===== config.mk =====
export PLATFORM = sky130hd
export DESIGN_NAME = tone_seq
export DESIGN_NICKNAME = d
export VERILOG_FILES = /design/src/rtl/sonido_pkg.sv /design/src/rtl/tick_prescaler.sv /design/src/rtl/tone_seq.sv
export SDC_FILE = /design/constraint.sdc
export NUM_CORES = 1
export LEC_CHECK = 0
export ABC_AREA = 1
export CORE_ASPECT_RATIO = 0.8
export CORE_MARGIN = 1.5
export CORE_UTILIZATION = 50
export CTS_BUF_LIST = sky130_fd_sc_hd__clkbuf_4 sky130_fd_sc_hd__clkbuf_8
export CTS_CLUSTER_SIZE = 8
export DETAILED_ROUTE_END_ITERATION = 10
export PLACE_DENSITY = 0.77
export SLEW_MARGIN = 30
export SYNTH_ARGS = -nofsm -noshare
export SYNTH_HDL_FRONTEND = slang
export SYNTH_SLANG_ARGS = --single-unit

===== constraint.sdc =====
create_clock -name clk -period 7.5 [get_ports clk]
set_input_delay 0.75 -clock clk [delete_from_list [all_inputs] [get_ports clk]]
set_output_delay 0.75 -clock clk [all_outputs]
set_load 0.05 [all_outputs]

===== src/rtl/sonido_pkg.sv =====
// Shared note table, state encoding and duty codes for the tone sequencer.
// Half-period constants are derived at elaboration time only.
package sonido_pkg;

    typedef enum logic [1:0] {
        IDLE = 2'd0,
        PLAY = 2'd1,
        GAP  = 2'd2
    } state_t;

    localparam logic [1:0] DUTY_50 = 2'b00;
    localparam logic [1:0] DUTY_25 = 2'b01;
    localparam logic [1:0] DUTY_12 = 2'b10;
    localparam logic [1:0] DUTY_75 = 2'b11;

    function automatic int note_hz(input int code);
        int f;
        case (code)
            1:       f = 262;
            2:       f = 277;
            3:       f = 294;
            4:       f = 311;
            5:       f = 330;
            6:       f = 349;
            7:       f = 370;
            8:       f = 392;
            9:       f = 415;
            10:      f = 440;
            11:      f = 466;
            12:      f = 494;
            13:      f = 523;
            14:      f = 587;
            15:      f = 659;
            default: f = 0;
        endcase
        return f;
    endfunction

    // Code 0 is a rest and yields a zero half period.
    function automatic int half_period(input int clk_hz, input int code);
        int f;
        f = note_hz(code);
        return (f == 0) ? 0 : clk_hz / (2 * f);
    endfunction

endpackage


===== src/rtl/tick_prescaler.sv =====
// Duration tick generator: counts 0..TICK_DIV-1 while enabled.
// Emits a one-cycle tick on the last count; clr restarts at zero.
module tick_prescaler #(
    parameter int TICK_DIV = 1000
) (
    input  logic clk,
    input  logic hush,
    input  logic clr,
    input  logic en,
    output logic tick
);

    localparam int W = (TICK_DIV > 1) ? $clog2(TICK_DIV) : 1;
    localparam logic [W-1:0] LAST = W'(TICK_DIV - 1);

    logic [W-1:0] r_cnt;

    always_ff @(posedge clk or negedge hush) begin
        if (!hush) begin
            r_cnt <= '0;
        end else if (clr) begin
            r_cnt <= '0;
        end else if (en) begin
            r_cnt <= (r_cnt == LAST) ? '0 : r_cnt + W'(1);
        end
    end

    assign tick = en && (r_cnt == LAST);

endmodule


===== src/rtl/tone_seq.sv =====
// One-note-per-request speaker tone sequencer with gap and handshake.
// Define TONE_DUTY_EN to add the duty[1:0] waveform shape input.
module tone_seq
    import sonido_pkg::*;
#(
    parameter int CLK_HZ    = 50_000_000,
    parameter int TICK_HZ   = 100,
    parameter int CNT_W     = 18,
    parameter int DUR_W     = 8,
    parameter int GAP_TICKS = 1
) (
    input  logic             clk,
    input  logic             hush,
    input  logic             start,
    input  logic [3:0]       note,
    input  logic [DUR_W-1:0] dur,
`ifdef TONE_DUTY_EN
    input  logic [1:0]       duty,
`endif
    input  logic             abort,
    output logic             ready,
    output logic             busy,
    output logic             done,
    output logic             ampPWM
);

    localparam int TICK_DIV = CLK_HZ / TICK_HZ;
    localparam int PW       = CNT_W + 1;
    localparam logic [DUR_W-1:0] GAP_LAST =
        (GAP_TICKS > 0) ? DUR_W'(GAP_TICKS - 1) : '0;

    state_t           r_state;
    state_t           w_nxt;
    logic             r_done;
    logic             w_done_nxt;
    logic             w_accept;
    logic             w_tick;
    logic [DUR_W-1:0] r_ticks;
    logic [DUR_W-1:0] r_dur;
    logic [PW-1:0]    r_ph;
    logic [PW-1:0]    r_p;
    logic [PW-1:0]    r_h;
    logic [PW-1:0]    w_ph_nxt;
    logic [PW-1:0]    w_p_in;
    logic [PW-1:0]    w_h_in;
    logic [CNT_W-1:0] w_hp_tab [16];

    for (genvar g = 0; g < 16; g++) begin : g_hp
        localparam int HP = half_period(CLK_HZ, g);
        assign w_hp_tab[g] = CNT_W'(HP);
    end

    assign w_p_in = {w_hp_tab[note], 1'b0};

`ifdef TONE_DUTY_EN
    logic [PW+1:0] w_p3;
    assign w_p3 = {2'b00, w_p_in} + {1'b0, w_p_in, 1'b0};

    always_comb begin
        w_h_in = w_p_in >> 1;
        unique case (duty)
            DUTY_25: w_h_in = w_p_in >> 2;
            DUTY_12: w_h_in = w_p_in >> 3;
            DUTY_75: w_h_in = PW'(w_p3 >> 2);
            default: w_h_in = w_p_in >> 1;
        endcase
    end
`else
    assign w_h_in = w_p_in >> 1;
`endif

    tick_prescaler #(
        .TICK_DIV (TICK_DIV)
    ) u_tick (
        .clk  (clk),
        .hush (hush),
        .clr  (w_accept),
        .en   (busy),
        .tick (w_tick)
    );

    always_ff @(posedge clk or negedge hush) begin
        if (!hush) begin
            r_state <= IDLE;
            r_done  <= 1'b0;
        end else begin
            r_state <= w_nxt;
            r_done  <= w_done_nxt;
        end
    end

    always_comb begin
        w_nxt      = r_state;
        w_done_nxt = 1'b0;
        w_accept   = 1'b0;
        unique case (r_state)
            IDLE: begin
                if (start && !abort) begin
                    w_accept = 1'b1;
                    if (dur != '0) begin
                        w_nxt = PLAY;
                    end else if (GAP_TICKS != 0) begin
                        w_nxt = GAP;
                    end else begin
                        w_done_nxt = 1'b1;
                    end
                end
            end
            PLAY: begin
                if (abort) begin
                    w_nxt = IDLE;
                end else if (w_tick && r_ticks == r_dur - DUR_W'(1)) begin
                    if (GAP_TICKS != 0) begin
                        w_nxt = GAP;
                    end else begin
                        w_nxt      = IDLE;
                        w_done_nxt = 1'b1;
                    end
                end
            end
            GAP: begin
                if (abort) begin
                    w_nxt = IDLE;
                end else if (w_tick && r_ticks == GAP_LAST) begin
                    w_nxt      = IDLE;
                    w_done_nxt = 1'b1;
                end
            end
            default: w_nxt = IDLE;
        endcase
    end

    assign w_ph_nxt = (r_ph == r_p - PW'(1)) ? '0 : r_ph + PW'(1);

    // A rest latches H=0, so the compare alone keeps the pin low.
    always_ff @(posedge clk or negedge hush) begin
        if (!hush) begin
            r_ticks <= '0;
            r_dur   <= '0;
            r_ph    <= '0;
            r_p     <= '0;
            r_h     <= '0;
            ampPWM  <= 1'b0;
        end else if (w_accept) begin
            r_ticks <= '0;
            r_dur   <= dur;
            r_ph    <= '0;
            r_p     <= w_p_in;
            r_h     <= w_h_in;
            ampPWM  <= (w_h_in != '0) && (dur != '0);
        end else if (r_state == PLAY && w_nxt == PLAY) begin
            r_ph    <= w_ph_nxt;
            ampPWM  <= w_ph_nxt < r_h;
            if (w_tick) r_ticks <= r_ticks + DUR_W'(1);
        end else if (r_state == GAP && w_nxt == GAP) begin
            ampPWM  <= 1'b0;
            if (w_tick) r_ticks <= r_ticks + DUR_W'(1);
        end else begin
            ampPWM  <= 1'b0;
            r_ticks <= '0;
        end
    end

    assign ready = (r_state == IDLE);
    assign busy  = (r_state == PLAY) || (r_state == GAP);
    assign done  = r_done;

endmodule


==> run metrics <==
Tcrit/Tclk final=approximately 46%; Fillers=approximately 1100; most common cell after layout, fill and taps aside=nand2_1; final worst setup slack=slightly above 4 ns; Vias=between 5000 and 6000; first-pass GRT wire length=24200 um; Area contributors post-synth=dfrtp_1 31%, nand2_1 12%, ha_1 7.0%; CTS Hold Bufs=0; Port-buffer cells=19; GRT Total Usage=between 20% and 30%; Mapped Cells=between 800 and 900; failing checks=DRC; outcome=complete, but fails checks; final core utilization=between 50% and 60%; RSZ-0062 raised after global routing=false; flops & latches, synth=75; core box area=11600 sq um; Die Y=101 um; CTS sink count=75; drt pass-1 iters=7; synthesis-to-layout area growth=8.71%; final RePlAce weighted congestion=0.896; post-CTS setup buffer count=0; Max Clock Freq=between 200 and 300 MHz; syn avg cell area=7.19 sq um; final wirelength=about 14000 um; DP Worst Slack=4.12 ns; cell taking the most area after synthesis=dfrtp_1; Yosys cell types=55; final setup fails=0; Worst Tran Pin Value=0.727 ns; Design Power=around 1.8 mW; EDFF count, synth=0; vias per cell=approximately 5.4; Slew headroom=about half; critical path arrival=3.76 ns; crit-path max FO=11; # resized after CTS=0; Clock Path Buffers=2; clk_lat worst skew=0.36 ns; Static Leakage=approximately 3.0 nW; DR DRC count=1; final hold violations=0; VDD IR max=0.000120 V; Setup crit end kind=flop; fin. max-slew vios=0; Routed Antenna Nets=0; top-area cell type share of the netlist area=between 30% and 40%; CTS Buf Count=9; min-delay worst type=in2async; Crit Path Category=reg2reg; worst clock skew=between 0.009 and 0.01 ns; die span in x=between 100 and 150 um; Async SR Flop Fraction=100%; Initial DRC Count=slightly above 500; PD cells=~280 nW/um^2; Cell Area, Synth=6030 sq um; Worst-path clk slew=0.09 ns; syn nets=between 800 and 900; Critical Path RT=between 7 and 8 ns; n_diodes=0; Remaining Overflow, GRT=0; top_reg_cell synth=dfrtp_1; Max-Cap Viols=0; CTS H-tree lvls=3; crit start category=flop; Die Area=12700 sq um; nets=around 900; fin crit period=3.46 ns; drt wl/cell=14.1 um; setup TNS=0 ns; Starting Density=a little over 50%; vias in the first global route=roughly 5000; I/O Pins=20; Root Driver=clkbuf_8; initial antenna violation count=0; share of cells above drive strength 1=11.6%; pin count of the biggest net entering global routing=76; Post-DP HPWL=10700 um; leading cell types in the layout, fill and taps excluded=185 x nand2_1, 98 x nor2_1, 98 x inv_1, 75 x dfrtp_1, 56 x o21ai_0; CTS tree=built; FP Rows=35; Yosys warnings=0; post-synthesis sequential area ratio=31.1%
critical path, cell delays in order (launching register included):
cell	delay [ns]
dfrtp_1	0.37
inv_1	0.12
ha_1	0.23
nand3_2	0.17
nor3_2	0.29
nand2_1	0.11
nand3_1	0.12
nand2_1	0.06
nor2_1	0.08
nand3_1	0.08
nor2_2	0.16
nand2_4	0.10
inv_4	0.19
nor2_2	0.07
ha_1	0.30
a21oi_1	0.15
o21a_1	0.15
o221ai_1	0.11
nand2_1	0.07
nand4_1	0.07
nor3_1	0.22
nand4_1	0.10
nand2_1	0.07
state kept, by name, summed over array words and instances, names as in the netlist:
signal and flops:
ampPWM 1, r_h 17, r_state 2, done 1, r_dur 8, r_ticks 8, u_tick.r_cnt 19, r_ph 19
cells by family after synthesis:
logic type | share of synthesized area [%]
AO/OA/AOI/OAI | 10.3
XOR/XNOR | 7.26
adder cells (fa/ha/maj) | 7.05
buffers and inverters | 9.06
flip-flops | 31.1
AND/OR/NAND/NOR | 35.2
cells in the mapped netlist, types with 9 or more instances:
cell and n:
xnor2_1 16, nor2_1 99, xor2_1 34, nand3_2 15
nor3_1 26, ha_1 34, nand3_1 43, nand2_1 185
nand4_1 19, nand2_2 15, inv_1 98, inv_2 9
a21oi_1 20, nor2_2 15, o21ai_0 56, dfrtp_1 75
routing by layer:
metal	global-route usage [%]	vias to the layer above	wire length (um)
met1	36.3	2453	7360
met3	4.23	15	898
met5	0	-	0
li1	-	2749	-
met2	34.4	166	5730
met4	6.01	0	188
cell type report:
| type | count | area, sq um | share of cell area (%) |
|---|---|---|---|
| multi-input cells | 635 | 3620 | 55.2 |
| clock buffers | 11 | 145 | 2.21 |
| inverters | 110 | 420 | 6.41 |
| flip-flops and latches | 75 | 1880 | 28.6 |
| well taps | 148 | 185 | 2.82 |
| repair buffers | 21 | 206 | 3.15 |
| clock inverters | 5 | 108 | 1.64 |
where the power goes:
| group | switching, mW | internal (mW) | leakage [nW] |
|---|---|---|---|
| clock | 0.164 | 0.236 | 0.128 |
| sequential | 0.113 | 0.490 | 1.00 |
| combinational | 0.553 | 0.294 | 1.88 |
per-stage QoR:
step           hold WS (ns)  instance area, sq um  cells
3_5_place_dp          0.494                  6300    989
6_report              0.410                  6560   1005
4_1_cts               0.519                  6560   1005
3_3_place_gp          0.480                  6300    989
5_1_grt               0.452                  6560   1005
2_1_floorplan         0.454                  6030    839
final timing paths:
| check | start | endpoint | slack (ns) | depth (start not counted) |
|---|---|---|---|---|
| min in group clk | r_dur[7] | r_dur[7] | 0.51 | 2 |
| max in group asynchronous | hush | r_ticks[6] | 6.63 | 1 |
| hold / removal | hush | u_tick.r_cnt[3] | 0.41 | 1 |
| setup reg to reg | r_h[1] | ampPWM | 4.04 | 22 |
| setup / recovery | r_h[1] | ampPWM | 4.04 | 22 |
| hold reg to reg | r_dur[7] | r_dur[7] | 0.51 | 2 |
Note: power is estimated with default switching activity, not from simulation.
